## src/rtl/td4_execute_if.sv

```systemverilog
// -----------------------------------------------------------------------------
// td4_execute_if
// Bundle between the TD4 decoder/fetch side and the execute/writeback stage.
//
// Signals (direction as seen from the execute stage, modport slave):
//   en          in   step enable, state advances only on enabled edges
//   sel         in   ALU source select (00=A, 10=B, 01=in_port, 11=zero)
//   load        in   active-low write enables {pc, out_port, reg_b, reg_a}
//   imm         in   instruction immediate
//   in_port     in   asynchronous external input switches
//   pc          out  program counter (instruction ROM address)
//   carry_flag  out  registered carry, fed back to the decoder for JNC
//   out_port    out  registered output port
//   reg_a       out  register A (observation)
//   reg_b       out  register B (observation)
// -----------------------------------------------------------------------------
interface td4_execute_if #(
  parameter int DATA_W = 4,
  parameter int PC_W   = 4
) ();

  logic              en;
  logic [1:0]        sel;
  logic [3:0]        load;
  logic [DATA_W-1:0] imm;
  logic [DATA_W-1:0] in_port;
  logic [PC_W-1:0]   pc;
  logic              carry_flag;
  logic [DATA_W-1:0] out_port;
  logic [DATA_W-1:0] reg_a;
  logic [DATA_W-1:0] reg_b;

  // Decoder / stimulus side
  modport master (
    output en, sel, load, imm, in_port,
    input  pc, carry_flag, out_port, reg_a, reg_b
  );

  // Execute stage side
  modport slave (
    input  en, sel, load, imm, in_port,
    output pc, carry_flag, out_port, reg_a, reg_b
  );

endinterface

```

## src/rtl/td4_execute.sv

```systemverilog
// -----------------------------------------------------------------------------
// td4_execute
// Execute/writeback stage of the TD4 4-bit CPU. Holds registers A and B, the
// output port latch, the program counter and the carry flag. Each enabled
// edge adds the selected source to the immediate and writes the sum to every
// destination whose active-low load bit is 0; the PC increments otherwise.
//
// Ports:
//   clk    in  system clock, rising edge
//   reset  in  synchronous, active-high; clears all state and the synchroniser
//   bus    td4_execute_if.slave (en, sel, load, imm, in_port in;
//          pc, carry_flag, out_port, reg_a, reg_b out, all registered)
// -----------------------------------------------------------------------------
module td4_execute #(
  parameter int DATA_W      = 4,
  parameter int PC_W        = 4,
  parameter int SYNC_STAGES = 2
) (
  input  logic         clk,
  input  logic         reset,
  td4_execute_if.slave bus
);

  // Clamp so a misconfigured depth still yields a working synchroniser
  localparam int SYNC_N = (SYNC_STAGES < 1) ? 1 : SYNC_STAGES;
  localparam logic [PC_W-1:0] PC_ONE = PC_W'(1'b1);

  logic [SYNC_N-1:0][DATA_W-1:0] sync_q, sync_d;
  logic [DATA_W-1:0]             reg_a_q, reg_a_d;
  logic [DATA_W-1:0]             reg_b_q, reg_b_d;
  logic [DATA_W-1:0]             out_port_q, out_port_d;
  logic [PC_W-1:0]               pc_q, pc_d;
  logic                          carry_q, carry_d;

  logic [DATA_W-1:0]             alu_src;
  logic [DATA_W:0]               alu_full;
  logic [DATA_W-1:0]             alu_sum;
  logic                          alu_c;

  // Input synchroniser shift: free-running, independent of en
  always_comb begin
    sync_d    = sync_q;
    sync_d[0] = bus.in_port;
    for (int i = 1; i < SYNC_N; i++) begin
      sync_d[i] = sync_q[i-1];
    end
  end

  // ALU source mux; any unknown/unused select reads as zero so a not-taken
  // JNC with a don't-care select cannot disturb architectural state
  always_comb begin
    alu_src = {DATA_W{1'b0}};
    case (bus.sel)
      2'b00:   alu_src = reg_a_q;
      2'b10:   alu_src = reg_b_q;
      2'b01:   alu_src = sync_q[SYNC_N-1];
      default: alu_src = {DATA_W{1'b0}};
    endcase
  end

  // ALU adder, one bit wider to capture carry-out
  always_comb begin
    alu_full = {1'b0, alu_src} + {1'b0, bus.imm};
    alu_sum  = alu_full[DATA_W-1:0];
    alu_c    = alu_full[DATA_W];
  end

  // Architectural next-state: writeback selected by active-low load bits
  always_comb begin
    reg_a_d    = reg_a_q;
    reg_b_d    = reg_b_q;
    out_port_d = out_port_q;
    pc_d       = pc_q;
    carry_d    = carry_q;
    if (bus.en) begin
      carry_d = alu_c;
      if (!bus.load[0]) begin
        reg_a_d = alu_sum;
      end else begin
        reg_a_d = reg_a_q;
      end
      if (!bus.load[1]) begin
        reg_b_d = alu_sum;
      end else begin
        reg_b_d = reg_b_q;
      end
      if (!bus.load[2]) begin
        out_port_d = alu_sum;
      end else begin
        out_port_d = out_port_q;
      end
      if (!bus.load[3]) begin
        pc_d = PC_W'(alu_sum);
      end else begin
        pc_d = pc_q + PC_ONE;
      end
    end else begin
      carry_d = carry_q;
    end
  end

  // State registers with synchronous reset taking priority over en
  always_ff @(posedge clk) begin
    if (reset) begin
      sync_q     <= '0;
      reg_a_q    <= {DATA_W{1'b0}};
      reg_b_q    <= {DATA_W{1'b0}};
      out_port_q <= {DATA_W{1'b0}};
      pc_q       <= {PC_W{1'b0}};
      carry_q    <= 1'b0;
    end else begin
      sync_q     <= sync_d;
      reg_a_q    <= reg_a_d;
      reg_b_q    <= reg_b_d;
      out_port_q <= out_port_d;
      pc_q       <= pc_d;
      carry_q    <= carry_d;
    end
  end

  assign bus.pc         = pc_q;
  assign bus.carry_flag = carry_q;
  assign bus.out_port   = out_port_q;
  assign bus.reg_a      = reg_a_q;
  assign bus.reg_b      = reg_b_q;

endmodule
```

## src/flat_wrapper.sv

```systemverilog
// flat-port wrapper written by rule: the top's interface ports become plain ports
module td4_execute_flat 
#(
  parameter int DATA_W      = 4,
  parameter int PC_W        = 4,
  parameter int SYNC_STAGES = 2
)
  (clk, reset, bus_en, bus_sel, bus_load, bus_imm, bus_in_port, bus_pc, bus_carry_flag, bus_out_port, bus_reg_a, bus_reg_b);
  td4_execute_if #(.DATA_W(DATA_W), .PC_W(PC_W)) bus_i ();
  input  logic clk;
  input  logic reset;
  input wire logic [$bits(bus_i.en)-1:0] bus_en;
  input wire logic [$bits(bus_i.sel)-1:0] bus_sel;
  input wire logic [$bits(bus_i.load)-1:0] bus_load;
  input wire logic [$bits(bus_i.imm)-1:0] bus_imm;
  input wire logic [$bits(bus_i.in_port)-1:0] bus_in_port;
  output wire logic [$bits(bus_i.pc)-1:0] bus_pc;
  output wire logic [$bits(bus_i.carry_flag)-1:0] bus_carry_flag;
  output wire logic [$bits(bus_i.out_port)-1:0] bus_out_port;
  output wire logic [$bits(bus_i.reg_a)-1:0] bus_reg_a;
  output wire logic [$bits(bus_i.reg_b)-1:0] bus_reg_b;
  assign bus_i.en = bus_en;
  assign bus_i.sel = bus_sel;
  assign bus_i.load = bus_load;
  assign bus_i.imm = bus_imm;
  assign bus_i.in_port = bus_in_port;
  assign bus_pc = bus_i.pc;
  assign bus_carry_flag = bus_i.carry_flag;
  assign bus_out_port = bus_i.out_port;
  assign bus_reg_a = bus_i.reg_a;
  assign bus_reg_b = bus_i.reg_b;
  td4_execute #(.DATA_W(DATA_W), .PC_W(PC_W), .SYNC_STAGES(SYNC_STAGES)) u_core (.clk(clk), .reset(reset), .bus(bus_i));
endmodule
```

## config.mk

```make
export PLATFORM = sky130hd
export DESIGN_NAME = td4_execute_flat
export DESIGN_NICKNAME = d
export VERILOG_FILES = /design/src/rtl/td4_execute_if.sv /design/src/rtl/td4_execute.sv /design/src/flat_wrapper.sv
export SDC_FILE = /design/constraint.sdc
export NUM_CORES = 1
export LEC_CHECK = 0
export BUFFER_PORTS_ARGS = -buffer_cell sky130_fd_sc_hd__buf_2
export CAP_MARGIN = 10
export CORE_MARGIN = 4
export CORE_UTILIZATION = 53
export CTS_BUF_LIST = sky130_fd_sc_hd__clkbuf_4 sky130_fd_sc_hd__clkbuf_8
export CTS_CLUSTER_DIAMETER = 120
export CTS_CLUSTER_SIZE = 16
export DETAILED_ROUTE_END_ITERATION = 8
export PLACE_DENSITY = 0.81
export SLEW_MARGIN = 20
export SYNTH_ARGS = -nofsm -noshare
export SYNTH_HDL_FRONTEND = slang
export SYNTH_SLANG_ARGS = --single-unit
```

## constraint.sdc

```tcl
create_clock -name clk -period 2.63 [get_ports clk]
set_input_delay 0.263 -clock clk [delete_from_list [all_inputs] [get_ports clk]]
set_output_delay 0.263 -clock clk [all_outputs]
set_load 0.02 [all_outputs]
```

==> key figures <==
Place
  – Placed cells: 183
  – Dpl hpwl: between 2000 and 2500 um
  – Placed Area: 1333 um2
  – RePlAce Congestion: 0.7687
  – I/O Buffers: 33
  – Place WS: approximately 340 ps

Drt
  – Detail Route Antenna Nets: 0
  – WL final: between 2000 and 3000 um
  – DRC Markers: 0
  – Vias per cell: between 5 and 6
  – Drt initial violations: 13
  – Avg WL per Cell: between 10 and 15 um
  – DR vias: 975
  – DR pass1 iterations: 4

Synthesis
  – Synth Area in Simple Gates: a little under a quarter
  – Post-synthesis compound-gate area fraction: 15.76%
  – Synthesis warning total: 0
  – Netlist area before placement: roughly 1200 um2
  – Avg Synthesized Cell Area: 9.049 um2
  – Main combinational cell family by area after synthesis: simple AND/OR/NAND/NOR gates
  – Post-synthesis net count: 152
  – Yosys reg bits: 25
  – Synth cell types: 33
  – Post-synthesis mux area share: between 5 and 6%
  – Post-Syn Instances: between 100 and 150
  – Adder-Cell Fraction of Synth Area: around 7.1%
  – Post-synthesis sequential area ratio: a little over two fifths
  – Post-synthesis xor/xnor area fraction: roughly 2.1%

Die
  – # IOs: 34
  – # rows: 16
  – Core area: between 2000 and 2500 um2
  – Die X: 54.93 um
  – Area of the die: slightly above 3000 um2
  – Initial core utilization: slightly below 60%
  – Die height: roughly 55 um

GRT
  – Vias in the first global route: roughly 900
  – Maximum number of pins on one net before global-route repair: 29
  – First-pass GRT wire length: a little over 4000 um
  – Antenna violations before repair: 0
  – GRT Residual Overflow: 0
  – Global Route Usage Sum: 19.32%

Power
  – Worst vdd ir: 409.5 uV
  – Pwr Density: approximately 550 nW/um2
  – Leak Pwr: about 0.63 nW

Timing
  – Fin Setup TNS: 0 ps
  – Tmin final: 2165 ps
  – Setup violators final: 0
  – Final worst setup slack: 465.3 ps
  – Maximum clock frequency: between 0.4 and 0.5 GHz
  – Clock Skew: 3.038 ps
  – Final Hold Viols: 0
  – RSZ-0062 raised after global routing: false
  – Relative slew margins: between 60% and 70%
  – Final period util: 82.31%
  – Slew Viols, Final: 0
  – Worst slew pin tran: between 400 and 500 ps

Run
  – Max_cap viols: 0

Cells and area
  – Diodes inserted: 0
  – Layout cells sized above 1: roughly a quarter
  – Nets@finish: roughly 180
  – Multi-input gate area: approximately 610 um2
  – Final instance area: roughly 1400 um2
  – Fillers: 173
  – Final Util: 67.39%
  – Flip-flop and latch area: between 500 and 600 um2
  – Commonest non-fill, non-tap cells in the layout: 33 x buf_2, 25 x dfxtp_1, 16 x nand2_1
  – Area Overhead vs Synth: 16.72%
  – Post-Layout Cell Count: between 150 and 200
  – Leading cell type in the layout, fill and taps excluded: buf_2

Clock tree
  – CTS sink count: 25
  – CTS Buffer Depth: 2
  – CTS tree: built
  – Worst-Skew Late Latency: approximately 320 ps
  – Clock transition at path regs: about 130 ps
  – TritonCTS buffer count: 3
  – Post-CTS Setup Inserts: 0
  – Clk root buf: clkbuf_4
  – CTS HTree Levels: 1
  – CTS Hold Buffers Added: 0
  – # resized after CTS: 0

Critical path
  – Crit path from: u_core.bus.reg_a[0]
  – CP Data Arrival Time: ~2400 ps
  – Worst-path fanout max: 4
  – CP Launch Type: register
  – WS Path Type: reg2reg
  – Worst reg2reg path endpoint: u_core.bus.pc[2]
  – R2R setup slack: about 470 ps
  – Critical path endpoint category: register
  – Critical R2R Launch: u_core.bus.reg_a[0]
  – Worst-case reg-to-reg path depth: 9
  – CP required: ~2900 ps

Hold path
  – Worst Hold Class: in2reg
  – Hold Path Depth: 2
  – Hold endpoint: u_core.sync_d[7]
  – Hold path startpoint: bus_in_port[3]

Outcome
  – Status: complete, no violations
metal layers:
metal | up-vias | track usage (%) | share of wire [%]
met1 | 439 | 24.54 | 45
met5 | - | 0 | 0
li1 | 503 | - | -
met2 | 29 | 32.48 | 46
met4 | 0 | 7.287 | 1.4
met3 | 4 | 3.485 | 7.0
cell families after synthesis:
kind of cell,count (synthesis)
flops,25
compound gates,28
simple gates,51
xor+xnor,2
buf+inv,11
mux,6
fa+ha+maj,6
power by group:
| group | internal, mW | switching [mW] |
|---|---|---|
| registers | 0.403 | 0.0168 |
| clock network | 0.0581 | 0.115 |
| logic | 0.0614 | 0.0914 |
| total | 0.522 | 0.223 |
sequential cells by signal, indices dropped and copies added (netlist names):
| name | flops |
|---|---|
| u_core.bus.pc | 4 |
| u_core.bus.carry_flag | 1 |
| u_core.sync_q | 4 |
| u_core.sync_d | 4 |
| u_core.bus.reg_b | 4 |
| u_core.bus.reg_a | 4 |
| u_core.bus.out_port | 4 |
cell usage after synthesis, drive strengths merged:
cell type	count	area (um2)
buf	5	30.02
nand2b	2	12.51
fa	1	20.02
nor2	10	37.54
or2b	2	15.01
a21o	1	7.510
and2b	3	22.52
nor3	1	5.000
xnor2	1	8.760
xor2	1	16.27
a311oi	1	8.760
nor3b	1	7.510
nand2	17	66.32
dfxtp	25	500.5
a21oi	10	61.31
nand3b	3	22.52
a22oi	1	7.510
a211oi	4	30.03
nand3	1	5.000
inv	5	18.77
clkbuf	1	3.750
a31oi	2	12.51
mux2i	6	60.06
and3	1	6.260
o21ai	5	25.02
o2bb2ai	1	8.760
o31ai	3	22.52
nor2b	10	62.56
ha	5	62.56
final cells by class:
class,count,share of cell area (%)
clock buffers,3,1.653
multi-input cells,93,45.09
clock inverters,1,0.5510
inverters,5,1.377
well taps,27,2.479
flip-flops and latches,25,36.73
repair buffers,33,12.12
how the worst max path moves through the flow:
stage,to,slack [ps]
floorplan,u_core.bus.pc[2],640
global placement,u_core.bus.pc[2],560
detailed placement,u_core.bus.pc[2],340
CTS,u_core.bus.pc[2],490
global route,u_core.bus.pc[2],340
finish,u_core.bus.pc[2],470
stage by stage:
stage               total power [mW]  hold WS [ps]
finish                        0.7450         142.7
floorplan                     0.5310         391.2
global route                  0.7908         121.2
global placement              0.5728         420.6
CTS                           0.7538         137.7
detailed placement            0.5806         423.5
worst max-delay path: stages (launching register included):
cell       delay [ps]
dfxtp_1           410
mux2i_1           100
o21ai_0           180
ha_1              200
inv_1              50
fa_1              410
xnor2_1           380
o2bb2ai_1         170
a22oi_1           100
nor2_1            110
(Power assumes the default switching activity.)
